## src/rtl/uart_tx_pkg.sv

```systemverilog
// rtl/uart_tx_pkg.sv - shared encodings for the UART transmit path
package uart_tx_pkg;

   typedef enum logic [1:0] {
      MUX_START = 2'd0,
      MUX_STOP  = 2'd1,
      MUX_DATA  = 2'd2,
      MUX_PAR   = 2'd3
   } mux_sel_e;

   localparam logic PAR_EVEN = 1'b0;
   localparam logic PAR_ODD  = 1'b1;

   localparam logic DEF_START_BIT = 1'b0;
   localparam logic DEF_STOP_BIT  = 1'b1;

   // Width needed to count 0..w inclusive, so the serializer can saturate at w.
   function automatic int cnt_width(input int w);
      return $clog2(w + 1);
   endfunction

endpackage

```

## src/rtl/uart_tx_datapath_if.sv

```systemverilog
// rtl/uart_tx_datapath_if.sv - control FSM to transmit datapath signal bundle
interface uart_tx_datapath_if #(
   parameter int DATA_WIDTH = 8
);
   logic [DATA_WIDTH-1:0] P_DATA;
   logic                  Data_valid;
   logic                  busy;
   logic                  SER_ENABLE;
   logic                  PAR_TYP;
   logic [1:0]            mux_sel;
   logic                  SER_DONE;

   modport master (
      output P_DATA, Data_valid, busy, SER_ENABLE, PAR_TYP, mux_sel,
      input  SER_DONE
   );

   modport slave (
      input  P_DATA, Data_valid, busy, SER_ENABLE, PAR_TYP, mux_sel,
      output SER_DONE
   );
endinterface

```

## src/rtl/uart_parity_calc.sv

```systemverilog
// rtl/uart_parity_calc.sv - even/odd parity of a payload word (shared with RX check)
module uart_parity_calc #(
   parameter int DATA_WIDTH = 8
) (
   input  logic [DATA_WIDTH-1:0] data,
   input  logic                  par_typ,
   output logic                  par_bit
);
   assign par_bit = (^data) ^ par_typ;
endmodule

```

## src/rtl/uart_tx_datapath.sv

```systemverilog
// rtl/uart_tx_datapath.sv - UART TX byte capture, LSB-first serializer, parity and line mux
module uart_tx_datapath
   import uart_tx_pkg::*;
#(
   parameter int   DATA_WIDTH = 8,
   parameter logic START_BIT  = DEF_START_BIT,
   parameter logic STOP_BIT   = DEF_STOP_BIT
) (
   input  logic                CLK,
   input  logic                RST,
   uart_tx_datapath_if.slave   dp,
   output logic                TX_OUT
);
   localparam int              CW        = cnt_width(DATA_WIDTH);
   localparam logic [CW-1:0]   CNT_LAST  = CW'(DATA_WIDTH - 1);
   localparam logic [CW-1:0]   CNT_FULL  = CW'(DATA_WIDTH);

   logic [DATA_WIDTH-1:0] shift_reg;
   logic [CW-1:0]         bit_cnt;
   logic                  armed;
   logic                  par_bit;
   logic                  par_calc;
   logic                  load;
   logic                  ser_data;
   logic                  tx_next;

   uart_parity_calc #(.DATA_WIDTH(DATA_WIDTH)) u_parity (
      .data    (dp.P_DATA),
      .par_typ (dp.PAR_TYP),
      .par_bit (par_calc)
   );

   // Loads are only accepted while the FSM is idle/stop, so a frame in flight is never disturbed.
   assign load     = dp.Data_valid && !dp.busy && !dp.SER_ENABLE;
   assign ser_data = shift_reg[0];
   assign dp.SER_DONE = dp.SER_ENABLE && armed && (bit_cnt == CNT_LAST);

   always_ff @(posedge CLK) begin
      if (RST) begin
         shift_reg <= '0;
         par_bit   <= 1'b0;
         bit_cnt   <= '0;
         armed     <= 1'b0;
         TX_OUT    <= STOP_BIT;
      end else begin
         TX_OUT <= tx_next;

         if (load) begin
            shift_reg <= dp.P_DATA;
            par_bit   <= par_calc;
         end else if (dp.SER_ENABLE && armed) begin
            shift_reg <= shift_reg >> 1;
         end

         // First enabled cycle is the START bit: arm without consuming a data bit.
         if (dp.SER_ENABLE) begin
            if (!armed) begin
               armed   <= 1'b1;
               bit_cnt <= '0;
            end else if (bit_cnt != CNT_FULL) begin
               bit_cnt <= bit_cnt + 1'b1;
            end
         end else begin
            armed   <= 1'b0;
            bit_cnt <= '0;
         end
      end
   end

   always_comb begin
      tx_next = STOP_BIT;
      unique case (mux_sel_e'(dp.mux_sel))
         MUX_START: tx_next = START_BIT;
         MUX_STOP:  tx_next = STOP_BIT;
         MUX_DATA:  tx_next = ser_data;
         MUX_PAR:   tx_next = par_bit;
         default:   tx_next = STOP_BIT;
      endcase
   end

endmodule

```

## src/flat_wrapper.sv

```systemverilog
// flat-port wrapper written by rule: the top's interface ports become plain ports
module uart_tx_datapath_flat import uart_tx_pkg::*;
#(
   parameter int   DATA_WIDTH = 8,
   parameter logic START_BIT  = DEF_START_BIT,
   parameter logic STOP_BIT   = DEF_STOP_BIT
)
  (CLK, RST, TX_OUT, dp_P_DATA, dp_Data_valid, dp_busy, dp_SER_ENABLE, dp_PAR_TYP, dp_mux_sel, dp_SER_DONE);
  uart_tx_datapath_if #(.DATA_WIDTH(DATA_WIDTH)) dp_i ();
  input  logic CLK;
  input  logic RST;
  output logic TX_OUT;
  input wire logic [$bits(dp_i.P_DATA)-1:0] dp_P_DATA;
  input wire logic [$bits(dp_i.Data_valid)-1:0] dp_Data_valid;
  input wire logic [$bits(dp_i.busy)-1:0] dp_busy;
  input wire logic [$bits(dp_i.SER_ENABLE)-1:0] dp_SER_ENABLE;
  input wire logic [$bits(dp_i.PAR_TYP)-1:0] dp_PAR_TYP;
  input wire logic [$bits(dp_i.mux_sel)-1:0] dp_mux_sel;
  output wire logic [$bits(dp_i.SER_DONE)-1:0] dp_SER_DONE;
  assign dp_i.P_DATA = dp_P_DATA;
  assign dp_i.Data_valid = dp_Data_valid;
  assign dp_i.busy = dp_busy;
  assign dp_i.SER_ENABLE = dp_SER_ENABLE;
  assign dp_i.PAR_TYP = dp_PAR_TYP;
  assign dp_i.mux_sel = dp_mux_sel;
  assign dp_SER_DONE = dp_i.SER_DONE;
  uart_tx_datapath #(.DATA_WIDTH(DATA_WIDTH), .START_BIT(START_BIT), .STOP_BIT(STOP_BIT)) u_core (.CLK(CLK), .RST(RST), .dp(dp_i), .TX_OUT(TX_OUT));
endmodule
```

## config.mk

```make
export PLATFORM = sky130hd
export DESIGN_NAME = uart_tx_datapath_flat
export DESIGN_NICKNAME = d
export VERILOG_FILES = /design/src/rtl/uart_tx_pkg.sv /design/src/rtl/uart_tx_datapath_if.sv /design/src/rtl/uart_parity_calc.sv /design/src/rtl/uart_tx_datapath.sv /design/src/flat_wrapper.sv
export SDC_FILE = /design/constraint.sdc
export NUM_CORES = 1
export LEC_CHECK = 0
export CAP_MARGIN = 20
export CORE_MARGIN = 4
export CORE_UTILIZATION = 46
export DETAILED_ROUTE_END_ITERATION = 8
export PLACE_DENSITY_LB_ADDON = 0.2
export SLEW_MARGIN = 40
export SYNTH_ARGS = -nofsm -noshare
export SYNTH_HDL_FRONTEND = slang
export SYNTH_SLANG_ARGS = --single-unit
export TNS_END_PERCENT = 10
```

## constraint.sdc

```tcl
create_clock -name CLK -period 1.83 [get_ports CLK]
set_input_delay 0.366 -clock CLK [delete_from_list [all_inputs] [get_ports CLK]]
set_output_delay 0.366 -clock CLK [all_outputs]
set_load 0.01 [all_outputs]
```

* After elaboration in Yosys (flattened, before gate mapping)
Cells that the tools add are included.
Widths: inputs -> output; s select.
** Word-level totals
- Input bits :: 16
- Flip-flop bits (word level) :: 15
** Cells by class
- Bitwise operators :: 3
- Reduce and logical (&&, ||, !) cells :: 10
- Equality and inequality tests :: 5
- $add $sub $neg :: 1
- Muxes and demuxes :: 4
** Operators with widths (count)
- $mux 8 :: 2
- $reduce_xor 8->1 :: 1
- $add 4x1->4 const B :: 1
- $eq 2x2->1 const B :: 2
- $eq 4x3->1 const B :: 1
- $logic_and 1x1->1 :: 4
- $ne 4x4->1 const B :: 1
- $pmux 1 s4 :: 1
- $reduce_or 3->1 :: 1
- $eq 2x1->1 const B :: 1
- $logic_not 1->1 :: 2
- $logic_not 2->1 :: 1
- $not 1->1 :: 2
- $reduce_bool 2->1 :: 1
- $mux 1 :: 1
- $xor 1x1->1 :: 1

* Longest topological paths before layout
- Depth in word-level cells :: 4
- Gate-level depth with buffers :: 5

* Modules after synthesis
A second synthesis with hierarchy kept.
** Second synthesis, totals
- Cells, all modules :: 84
- Area total of the unflattened synthesis :: 758.2 µm²
** Modules (own cells, without submodules)
- uart_tx_datapath :: times used 1, seq. area each 300.3 µm², area each 675.6 µm², cells each 77
- uart_parity_calc :: times used 1, seq. area each 0.0 µm², area each 82.6 µm², cells each 7

* Least setup slack after synthesis
OpenSTA, ideal clock, no wires.
- Path kind :: in2reg
- Start :: in dp_P_DATA[2]
- End :: reg u_core.par_bit
- Slack :: 0.382 ns
- Buffers on the path :: 0
- Library setup time :: 0.122 ns
- Data arrival time :: 1.326 ns
- Stages :: 4
- Required time :: 1.708 ns
- Path through :: xor2_1 xnor3_1 and4_4 a311o_1
** On the way
- Longest elaborated chain between the ends :: 2
** Ends and longest elaborated chain
- from (decl) :: line flat_wrapper.sv:13 : input wire logic [$bits(dp_i.P_DATA)-1:0] dp_P_DATA;
- $reduce_xor 8->1 :: line uart_parity_calc.sv:9 : assign par_bit = (^data) ^ par_typ;
- $xor 1x1->1 :: line uart_parity_calc.sv:9
- to (signal assigned) :: line uart_tx_datapath.sv:50 : par_bit <= par_calc;
- to (decl) :: line uart_tx_datapath.sv:21 : logic par_bit;
Every way passes these cells.
A chain may end at the register's enable or synchronous reset.

* Final worst setup path
Ends and elaborated chain as after synthesis.

==> qor.yml <==
status: "finished clean"
core_area_sq_um: 1380
totalWireLength_um: 1510
rows: 13
grt_pass1_vias: 599
hpwl_um: 1220
end_kind: "register"
r2r-end: "u_core.bit_cnt[1]"
critPathMaxStageDelay_ns: 0.49
initial_core_util_pct: 51.3
ys_types: 24
slew_headroom_pct: 79.0
fin_crit_sh_pct: 95.5
critPathMaxFanout: 2
synthCells: 79
largest_register_ffs: 8
num_antenna_cells: 0
cts_root_buf: "clkbuf_4"
first_pass_iters: 4
setup_slack_ns: 0.0826
reg2reg_setup_slack_ns: 0.63
antenna_found_initial: 0
reg2reg_depth: 6
io_buffers: 17
routabilityCongestion: 0.725
setup-tns-final_ns: 0
leakagePower_uw: 0.000388
max_freq_mhz: 572
drc_errors: 0
fillers: 110
hold_viol: 0
avgViaCountPerCell: 5.36
clock-sinks: 15
maxCapViolations: 0
syn_nets: 97
layout.nets: 125
rsz0062_at_grt: "false"
place_inst: 117
worst_path_max_delay_cell: "clkdlybuf4s50_1"
multi_input_area_sq_um: 390
p_switching_uw: 157
area_growth_pct: 37.7
finalMaxSlewViolations: 0
worstMarginPinSlew_ns: 0.314
hold_path.class: "register to register"
cts_resized: 1
grt_max_degree: 10
synth_area_leaders: "dfxtp_1, a22oi_1, a21oi_1"
ys_ff_latch: 15
numCtsBuffers: 3
vias: 648
setup_viol: 0
die_x_um: 47.3
start_kind: "primary input"
cts_tree: "done"
fin_skew_ns: 0.000626
layout_commonest_cell: "clkdlybuf4s50_1"
pwr-share-comb_pct: 18.1
layout.cells.most_common_list: "clkdlybuf4s50_1, dfxtp_1, nand2_1"
clk_pin_slew_worst_paths_ns: 0.09
dpl_worst_slack_ns: -0.217
drive_gt1_share_pct: 14.2
post-route-min-period_ns: 1.75
clk_latency_ns: 0.28
holdPathEnd: "u_core.shift_reg[0]"
swShare_pct: 24.2
critPathKind: "primary input to register"
crit_arrival_ns: 1.92
synth-seq-area-share_pct: 42.3
cp_cell_sequence: "clkdlybuf4s50_1, xor2_1, xnor3_1, and4_4, a311o_1"
synth_top_area_share_pct: 42.3
drt_iter0_markers: 10
yosysWarnings: 0
pin_count: 18
seq_area_sq_um: 300
rr_startpoint: "u_core.bit_cnt[0]"
die_h_um: 47.3
cp_data_required_time_ns: 2.00
grt_pass1_wl_um: 2480
avgSynthCellArea_sq_um: 8.98
min_path_cells: 2
synth_area_sq_um: 709
power_frac_seq_pct: 53.1
internal_power_uw: 490
ctsHoldBuffers: 0
drtAntennaViolNets: 0
grt_overflow: 0
gr-usage-all-layers_pct: 16.3
dieArea_sq_um: 2230
clk_path_buf_depth: 2
p_per_area_nw_per_um2: 662
irDropWorstVdd_mv: 0.443
pwr-share-clk_pct: 28.8
stdcell_count: 121
hp-start: "u_core.shift_reg[0]"
synth_area_leader_cell: "dfxtp_1"
htreeDepth: 1
post_drt_wl_per_cell_um: 12.5
post_cts_buffers: 0
## layout make-up
| type | count | share of cell area (%) |
|---|---|---|
| Clock buffer | 3 | 2.30 |
| Clock inverter | 1 | 0.512 |
| Inverter | 3 | 1.15 |
| Multi-Input combinational cell | 59 | 39.9 |
| Sequential cell | 15 | 30.7 |
| Tap cell | 15 | 1.92 |
| Timing Repair Buffer | 25 | 23.4 |
## power by group through the flow
| stage | Combinational [uW] | Clock (uW) | Sequential (uW) |
|---|---|---|---|
| 2_1_floorplan | 53.3 | 0 | 350 |
| 3_3_place_gp | 113 | 0 | 350 |
| 3_5_place_dp | 117 | 0 | 351 |
| 4_1_cts | 118 | 194 | 343 |
| 5_1_grt | 128 | 207 | 345 |
| 6_report | 117 | 186 | 343 |
## per-layer routing
metal / share of wire [%] / GRT usage, % / up-vias
met3: 7.3 / 4.98 / 2
met1: 45 / 19.8 / 299
met2: 46 / 25.1 / 17
met5: 0 / 0 / -
met4: 1.2 / 9.94 / 0
li1: - / - / 330
## worst max-delay path: cells and delay by family
kind | cells | cell delay (ns)
XOR/XNOR | 2 | 0.62
buffers and inverters | 1 | 0.49
AO/OA/AOI/OAI | 1 | 0.26
AND/OR/NAND/NOR | 1 | 0.19
## logic make-up after synthesis
group / Yosys count / share of synthesized area [%]
fa+ha+maj: 2 / 3.53
buf+inv: 5 / 2.65
xor+xnor: 9 / 13.1
mux: 1 / 1.41
compound gates: 18 / 16.2
flops: 15 / 42.3
simple gates: 29 / 20.8
## through the flow
step                      power [uW]  hold slack, ns  instance area [sq um]  utilization (%)
after floorplan                  404           0.437                    709                -
after global placement           464           0.444                    951             68.8
after detailed placement         468           0.454                    951             68.8
after CTS                        655           0.467                    977             70.7
after global routing             680           0.496                    977             70.7
final                            646           0.463                    977             70.7
## worst max-delay path by stage
| stage | start | endpoint | cells past startpoint |
|---|---|---|---|
| floorplan | dp_P_DATA[2] | u_core.par_bit | 4 |
| global placement | dp_P_DATA[2] | u_core.par_bit | 5 |
| detailed placement | dp_P_DATA[2] | u_core.par_bit | 5 |
| CTS | dp_P_DATA[2] | u_core.par_bit | 5 |
| global route | u_core.bit_cnt[1] | dp_SER_DONE | 4 |
| finish | dp_P_DATA[2] | u_core.par_bit | 5 |
## Yosys cell counts
cell,number
and4_4,1
nand3_1,2
nor2b_1,1
a311o_1,1
dfxtp_1,15
mux2i_1,1
xnor2_1,5
xnor3_1,1
inv_1,3
nor4_1,1
o21bai_1,1
and2_1,1
a22oi_1,7
or3b_2,1
nand3b_1,1
ha_1,2
nor2_1,6
xor2_1,3
a21oi_1,9
nor3_1,1
nand2_1,12
clkbuf_1,2
nand2b_1,1
nor3b_2,1
(Power assumes the default switching activity.)
